`src/rtl/uart_tx.sv`:
```
// UART transmitter: one start bit, 1..16 data bits LSB first, optional parity,
// one or two stop bits. Frame format is latched at accept time.
module uart_tx (
    input  logic        clk,
    input  logic        rst,
    input  logic [15:0] clk_div,
    input  logic [15:0] data_in,
    input  logic        start,
    input  logic [4:0]  bits_per_word,
    input  logic        parity_en,
    input  logic        parity_even_odd,
    input  logic        two_stop_bit,
    output logic        tx,
    output logic        busy,
    output logic        done
);

    typedef enum logic [2:0] {
        S_IDLE,
        S_START,
        S_DATA,
        S_PARITY,
        S_STOP,
        S_STOP2
    } state_t;

    state_t      state_q, state_d;
    logic [15:0] div_q, div_d;
    logic [15:0] cnt_q, cnt_d;
    logic [15:0] data_q, data_d;
    logic [3:0]  last_q, last_d;
    logic [3:0]  idx_q, idx_d;
    logic        par_en_q, par_en_d;
    logic        par_bit_q, par_bit_d;
    logic        two_stop_q, two_stop_d;
    logic        tx_q, tx_d;
    logic        busy_q, busy_d;
    logic        done_q, done_d;

    logic [3:0]  last_in;
    logic [15:0] word_mask;
    logic        parity_in;
    logic        bit_end;

    assign last_in = bits_per_word[4] ? 4'hF : bits_per_word[3:0];

    // Only the bits that will actually be sent contribute to parity.
    generate
        for (genvar gi = 0; gi < 16; gi++) begin : g_mask
            assign word_mask[gi] = (4'(gi) <= last_in);
        end
    endgenerate

    assign parity_in = (^(data_in & word_mask)) ^ parity_even_odd;
    assign bit_end   = (cnt_q == div_q - 16'd1);

    always_comb begin
        state_d    = state_q;
        div_d      = div_q;
        cnt_d      = cnt_q;
        data_d     = data_q;
        last_d     = last_q;
        idx_d      = idx_q;
        par_en_d   = par_en_q;
        par_bit_d  = par_bit_q;
        two_stop_d = two_stop_q;
        done_d     = 1'b0;

        if (state_q == S_IDLE) begin
            if (start) begin
                state_d    = S_START;
                div_d      = (clk_div == 16'd0) ? 16'd1 : clk_div;
                cnt_d      = 16'd0;
                data_d     = data_in;
                last_d     = last_in;
                idx_d      = 4'd0;
                par_en_d   = parity_en;
                par_bit_d  = parity_in;
                two_stop_d = two_stop_bit;
            end
        end else if (!bit_end) begin
            cnt_d = cnt_q + 16'd1;
        end else begin
            cnt_d = 16'd0;
            case (state_q)
                S_START: begin
                    state_d = S_DATA;
                    idx_d   = 4'd0;
                end
                S_DATA: begin
                    if (idx_q == last_q) begin
                        state_d = par_en_q ? S_PARITY : S_STOP;
                    end else begin
                        idx_d = idx_q + 4'd1;
                    end
                end
                S_PARITY: state_d = S_STOP;
                S_STOP: begin
                    if (two_stop_q) begin
                        state_d = S_STOP2;
                    end else begin
                        state_d = S_IDLE;
                        done_d  = 1'b1;
                    end
                end
                S_STOP2: begin
                    state_d = S_IDLE;
                    done_d  = 1'b1;
                end
                default: state_d = S_IDLE;
            endcase
        end
    end

    // Line level is derived from the next state so tx comes straight from a flop.
    always_comb begin
        tx_d = 1'b1;
        case (state_d)
            S_START:  tx_d = 1'b0;
            S_DATA:   tx_d = data_q[idx_d];
            S_PARITY: tx_d = par_bit_q;
            default:  tx_d = 1'b1;
        endcase
        busy_d = (state_d != S_IDLE);
    end

    always_ff @(posedge clk or posedge rst) begin
        if (rst) begin
            state_q    <= S_IDLE;
            div_q      <= 16'd1;
            cnt_q      <= 16'd0;
            data_q     <= 16'd0;
            last_q     <= 4'd0;
            idx_q      <= 4'd0;
            par_en_q   <= 1'b0;
            par_bit_q  <= 1'b0;
            two_stop_q <= 1'b0;
            tx_q       <= 1'b1;
            busy_q     <= 1'b0;
            done_q     <= 1'b0;
        end else begin
            state_q    <= state_d;
            div_q      <= div_d;
            cnt_q      <= cnt_d;
            data_q     <= data_d;
            last_q     <= last_d;
            idx_q      <= idx_d;
            par_en_q   <= par_en_d;
            par_bit_q  <= par_bit_d;
            two_stop_q <= two_stop_d;
            tx_q       <= tx_d;
            busy_q     <= busy_d;
            done_q     <= done_d;
        end
    end

    assign tx   = tx_q;
    assign busy = busy_q;
    assign done = done_q;

endmodule

```
`config.mk`:
```
export PLATFORM = sky130hd
export DESIGN_NAME = uart_tx
export DESIGN_NICKNAME = d
export VERILOG_FILES = /design/src/rtl/uart_tx.sv
export SDC_FILE = /design/constraint.sdc
export NUM_CORES = 1
export LEC_CHECK = 0
export BUFFER_PORTS_ARGS = -buffer_cell sky130_fd_sc_hd__buf_2
export CORE_MARGIN = 2
export CORE_UTILIZATION = 30
export CTS_BUF_LIST = sky130_fd_sc_hd__clkbuf_4
export DETAILED_ROUTE_END_ITERATION = 10
export PLACE_DENSITY_LB_ADDON = 0.25
export SETUP_SLACK_MARGIN = 0.1
export SYNTH_ARGS = -nofsm -noshare
export SYNTH_HDL_FRONTEND = slang
export SYNTH_SLANG_ARGS = --single-unit
```
`constraint.sdc`:
```
create_clock -name clk -period 6.1 [get_ports clk]
set_clock_uncertainty 0.15 [all_clocks]
set_input_delay 1.22 -clock clk [delete_from_list [all_inputs] [get_ports clk]]
set_output_delay 1.22 -clock clk [all_outputs]
set_load 0.01 [all_outputs]
```
Word level (Yosys, flattened, before mapping). Cells that the tools add are included. W data, S select, Z words.

Order comparisons: 17. Div/mod/pow operators: 0. Multiply operators: 0. Add/sub/neg operators: 3. Muxes and demuxes: 24. Bitwise operators: 2. Equality and inequality tests: 11. Shift-type cells: 0. Reductions and logical operators: 5.

Operator list (count): $mux W16 (4); $le A4 B4 Y1 const A (8); $mux W4 (5); $mux W3 (6); $add A16 B1 Y16 const B (1); $and A16 B16 Y16 (1); $eq A16 B16 Y1 (1); $le A3 B4 Y1 const A (4); $logic_not A16 Y1 (1); $reduce_xor A16 Y1 (1); $sub A16 B1 Y16 const B (1); $eq A3 B2 Y1 const B (4); $pmux W3 S4 (1); $le A1 B4 Y1 const A (2); $le A2 B4 Y1 const A (2); $pmux W4 S2 (1); $eq A3 B1 Y1 const B (2); $eq A3 B3 Y1 const B (2); $lt A4 B5 Y1 const B (1); $add A4 B1 Y4 const B (1); $bmux W1 S4 (1); $eq A4 B4 Y1 (1); $mux W1 (4); $logic_not A3 Y1 (1); other kinds (6) (6).

Memories kept: 0. ROM bits: 0. Input port bits: 43. Memory bits (writable): 0. Register bits after elaboration: 65. Latch bits: 0. Word-level logic and storage cells: 74.

Longest topological paths before layout.
Word-level depth: 8. Mapped depth: 15. Gate-level depth less buffers: 13.

Worst setup path after synthesis. Ideal clock, no wire load.

Path type: register to register. Start: register div_q[3]. End: register tx_q, in the netlist tx. Setup time: 90 ps. Stages on the path, launching flop included: 12. Slack: 2387 ps. Buffers on the path: 0. Arrival time: 3473 ps. Period minus slack after synthesis: 3713 ps. Cells stage by stage: dfrtp_1 > or4_4 > or3_4 > a2111oi_4 > o221ai_2 > or4b_4 > or3_1 > a31o_2 > o21ba_4 > a221oi_2 > a221oi_2 > a22oi_1.

Word-level cells in the longest chain between the ends: 7.

RTL lines: start: declaration (RTL line 28) `logic [15:0] div_q, div_d;`; start signal: assignment (RTL line 143) `div_q <= div_d;`; $sub A16 B1 Y16 (RTL line 55) `assign bit_end = (cnt_q == div_q - 16'd1);`; $eq A16 B16 Y1 (RTL line 55); $mux W4 (RTL line 81) `end else if (!bit_end) begin`; $mux W4 (RTL line 69) `if (state_q == S_IDLE) begin`; net idx_d[1] (RTL line 32) `logic [3:0] idx_q, idx_d;`; $bmux W1 S4 (RTL line 120) `S_DATA: tx_d = data_q[idx_d];`; $mux W1 (not written as such) (RTL line 120); $pmux W1 S3 (RTL line 118) `case (state_d)`; net tx_d (RTL line 36) `logic tx_q, tx_d;`; end signal: assignment (RTL line 151) `tx_q <= tx_d;`; end: declaration (RTL line 36).

The timed path passes the listed nets, and every way through them passes these cells. The select of a mux whose other input is x is not followed. A chain may end at the register's enable or synchronous reset.

Worst setup path after layout.
Start: register div_q[3]. End: register tx_q, in the netlist tx.

Word-level cells in the longest chain between the ends: 7.

RTL lines (RTL line): $sub A16 B1 Y16 (*) (55); $eq A16 B16 Y1 (*) (55); $mux W4 (81); $mux W4 (69); $bmux W1 S4 (120); $mux W1 (not written as such) (120); $pmux W1 S3 (*) (118); net tx_d (36).

The timed path passes the listed nets; every way through them passes the cells marked *. The select of a mux whose other input is x is not followed.

==> impl_metrics.csv <==
group,metric,value,unit
placement,port_buffers,45,
placement,dp_hpwl,7.17,mm
detailed_routing,first_pass_iters,4,
yosys,yosysUniqueCellTypes,60,
power,intPower,0.00111,W
detailed_routing,drt-total-wl,9.82,mm
yosys,synthArstFlopShare,1.00,
sta,rsz0062_at_grt,"false",
yosys,synth_edf_count,0,
setup_path,crit_chain,"or4_4, or3_4, a2111oi_4, o221ai_2, nor2_1, a41oi_1, o22ai_1, mux2i_1, a221oi_2, a221oi_2, a22oi_1",
setup_path,critPathMaxFanout,10,
setup_path,required,6.33,ns
cts,cts.sinks,65,
cts,numCtsBuffers,9,
detailed_routing,via_per_inst,5.16,
worst_hold_path,hold_depth,1,
yosys,ys_seq_area_frac,0.405,
placement,place_ws,1.64,ns
cts,clk_path_buf_depth,2,
yosys,syn_nets,479,
sta,setup_viol,0,
grt,grt_overflow,0,
yosys,ys_seq_elements,65,
grt,grt_max_degree,66,
sta,hold_violations,0,
yosys,synth_common_cells,"dfrtp_1 (63), o21ai_0 (44), nand2_1 (37), nor2_1 (33), mux2_2 (28)",
sta,fin_crit_sh,0.732,
placement,dp_cells,639,
grt,grt_usage,0.144,
power,seqPwrFrac,0.419,
sta,tightest_slew,1.15,ns
yosys,synth_top_area_frac,0.392,
sta,fmax,0.224,GHz
cts,cts_hold_buf,0,
grt,antenna_found_initial,0,
die,die_area,14400,µm²
detailed_routing,wl_per_cell,15.0,µm
yosys,synth_cells,433,
setup_path,worstPathArrival,4.69,ns
yosys,synth.most_common_cell,"dfrtp_1",
cts,cts_resized,0,
setup_path,crit_path_max_incr_delay,0.91,ns
power,p_switching,0.000755,W
yosys,syn_area,4020,µm²
status,outcome,"finished, final reports clean",
job,drv_cap,0,
detailed_routing,drc,0,
finish,diodes,0,
placement,post_dp_cell_area,4430,µm²
sta,finalCriticalPeriod,4.47,ns
grt,first_global_vias,3251,
die,core-area,13200,µm²
setup_path,path_class,"reg2reg",
yosys,yosys_warnings,0,
power,power.density,406,nW/µm²
die,rows,42,
power,clockPowerShare,0.181,
finish,finalNonFillerCells,655,
yosys,synth_top_cell_by_area,"dfrtp_1",
die,start_util,0.305,
yosys,synth_top_flop_cell,"dfrtp_1",
setup_path,r2r_cells,11,
cts,cts-root-buf,"clkbuf_4",
cts,clkLatencyLatePin,0.44,ns
die,die_h,120,µm
finish,drive_gt1_frac,0.225,
yosys,synthTopCellsByArea,"dfrtp_1 (39%), mux2_2 (7.8%), o21ai_0 (5.5%), xnor2_1 (4.6%), xor2_1 (4.4%)",
grt,grt_pass1_wl,16.4,mm
detailed_routing,final_antenna_net_count,0,
cts,htreeDepth,3,
setup_path,path_common_cell,"a221oi_2",
power,p_leak,1.94,nW
power,finalPower,0.00187,W
power,pwr-share-comb,0.400,
placement,finalWeightedCongestion,0.893,
cts,cts_tree,"built",
setup_path,critPathLaunchType,"flop",
sta,setup_tns,0,ns
finish,nNetsFinal,520,
cts,clk_pin_slew,0.12,ns
die,ioPinCount,46,
sta,report.final.slew_viol_count,0,
setup_path,cp-end-kind,"flop",
die,fp.dieW,120,µm
setup_path,cpMaxStageDelayCell,"o22ai_1",
finish,stdcell_area,4600,µm²
sta,finalWorstSetupSlack,1.63,ns
power,ir_drop,0.149,mV
detailed_routing,drt_iter0_drc,295,
power,p_sw_frac,0.404,
worst_hold_path,hp-class,"reg2reg",
cts,cts_setup_buffers,0,
yosys,syn_avg_cell_area,9.29,µm²
detailed_routing,vias,3382,
finish,area_growth,14.2,%
sta,slew_headroom,0.231,
## worst paths after layout
check                          start   endpoint  slack (ns)
setup / recovery            div_q[3]         tx        1.63
hold / removal             cnt_q[15]  cnt_q[15]        0.37
setup reg to reg            div_q[3]         tx        1.63
hold reg to reg            cnt_q[15]  cnt_q[15]        0.37
max in group asynchronous        rst   par_en_q        4.40
min in group asynchronous        rst   div_q[2]        0.87
## cells by family after synthesis
| logic type | after synthesis | synth area share |
|---|---|---|
| mux | 36 | 0.0983 |
| simple gates | 150 | 0.192 |
| xor+xnor | 41 | 0.0892 |
| flops | 65 | 0.405 |
| compound gates | 106 | 0.174 |
| buf+inv | 31 | 0.0292 |
| fa+ha+maj | 4 | 0.0118 |
## layer usage
metal | global-route usage | up-vias | part of all wire | routed length [µm]
li1 | - | 1661 | - | -
met1 | 0.203 | 1625 | 0.49 | 4830
met2 | 0.218 | 84 | 0.44 | 4290
met3 | 0.0318 | 12 | 0.057 | 564
met4 | 0.0507 | 0 | 0.014 | 136
met5 | 0 | - | 0 | 0
## metrics by stage
step,utilization,hold WS (ns)
after detailed placement,0.336,0.345
after global routing,0.348,0.394
after global placement,0.336,0.339
after floorplan,-,0.316
final,0.348,0.367
after CTS,0.348,0.372
## state kept, by name, indices dropped and copies added, names as in the netlist
name and flops:
cnt_q 16, par_bit_q 1, tx 1, state_q 3, par_en_q 1, div_q 16, done 1, busy 1
data_q 16, two_stop_q 1, last_q 4, idx_q 4
## cell usage in the layout, fill, tap and decap left out, types with 3 or more instances in the layout
cell type | synthesis | layout
xnor2_1 | 21 | 21
and3b_1 | 3 | 3
nor2_1 | 33 | 33
mux2_2 | 28 | 28
inv_1 | 12 | 11
ha_1 | 3 | 3
nand4_1 | 3 | 3
clkinvlp_4 | 0 | 3
nor4_1 | 9 | 9
buf_4 | 0 | 3
and2_1 | 3 | 3
o211ai_1 | 3 | 3
a31oi_1 | 5 | 5
nor2b_1 | 5 | 5
xor2_1 | 20 | 20
clkbuf_4 | 0 | 9
a41oi_1 | 4 | 4
o21ai_0 | 44 | 44
nor3_1 | 10 | 8
nand2_1 | 37 | 37
nand3_1 | 16 | 16
buf_2 | 1 | 45
a21oi_1 | 18 | 18
and3_1 | 9 | 9
or3_1 | 6 | 6
o31ai_1 | 5 | 5
mux2i_1 | 8 | 8
dfrtp_1 | 63 | 63
## layout make-up
class / count / area (µm²)
Clock inverter: 7 / 95.1
Tap cell: 176 / 220
Sequential cell: 65 / 1630
Clock buffer: 9 / 67.6
Timing Repair Buffer: 48 / 248
Fill cell: 1351 / 8590
Inverter: 13 / 48.8
Multi-Input combinational cell: 337 / 2290
## critical path: cells and delay by family (launching register included)
family | cells | cell delay (ns)
muxes | 1 | 0.22
DFF | 1 | 0.47
and+or+nand+nor | 3 | 1.43
AOI/OAI and AO/OA | 7 | 2.13
## power by group through the flow
| stage | registers, W | logic [W] | clock network [W] |
|---|---|---|---|
| 6_report | 0.000783 | 0.000746 | 0.000338 |
| 5_1_grt | 0.000811 | 0.000844 | 0.000370 |
| 4_1_cts | 0.000782 | 0.000753 | 0.000348 |
| 3_5_place_dp | 0.000791 | 0.000750 | 0 |
| 3_3_place_gp | 0.000788 | 0.000735 | 0 |
| 2_1_floorplan | 0.000716 | 0.000614 | 0 |
Note: power is estimated with default switching activity, not from simulation.
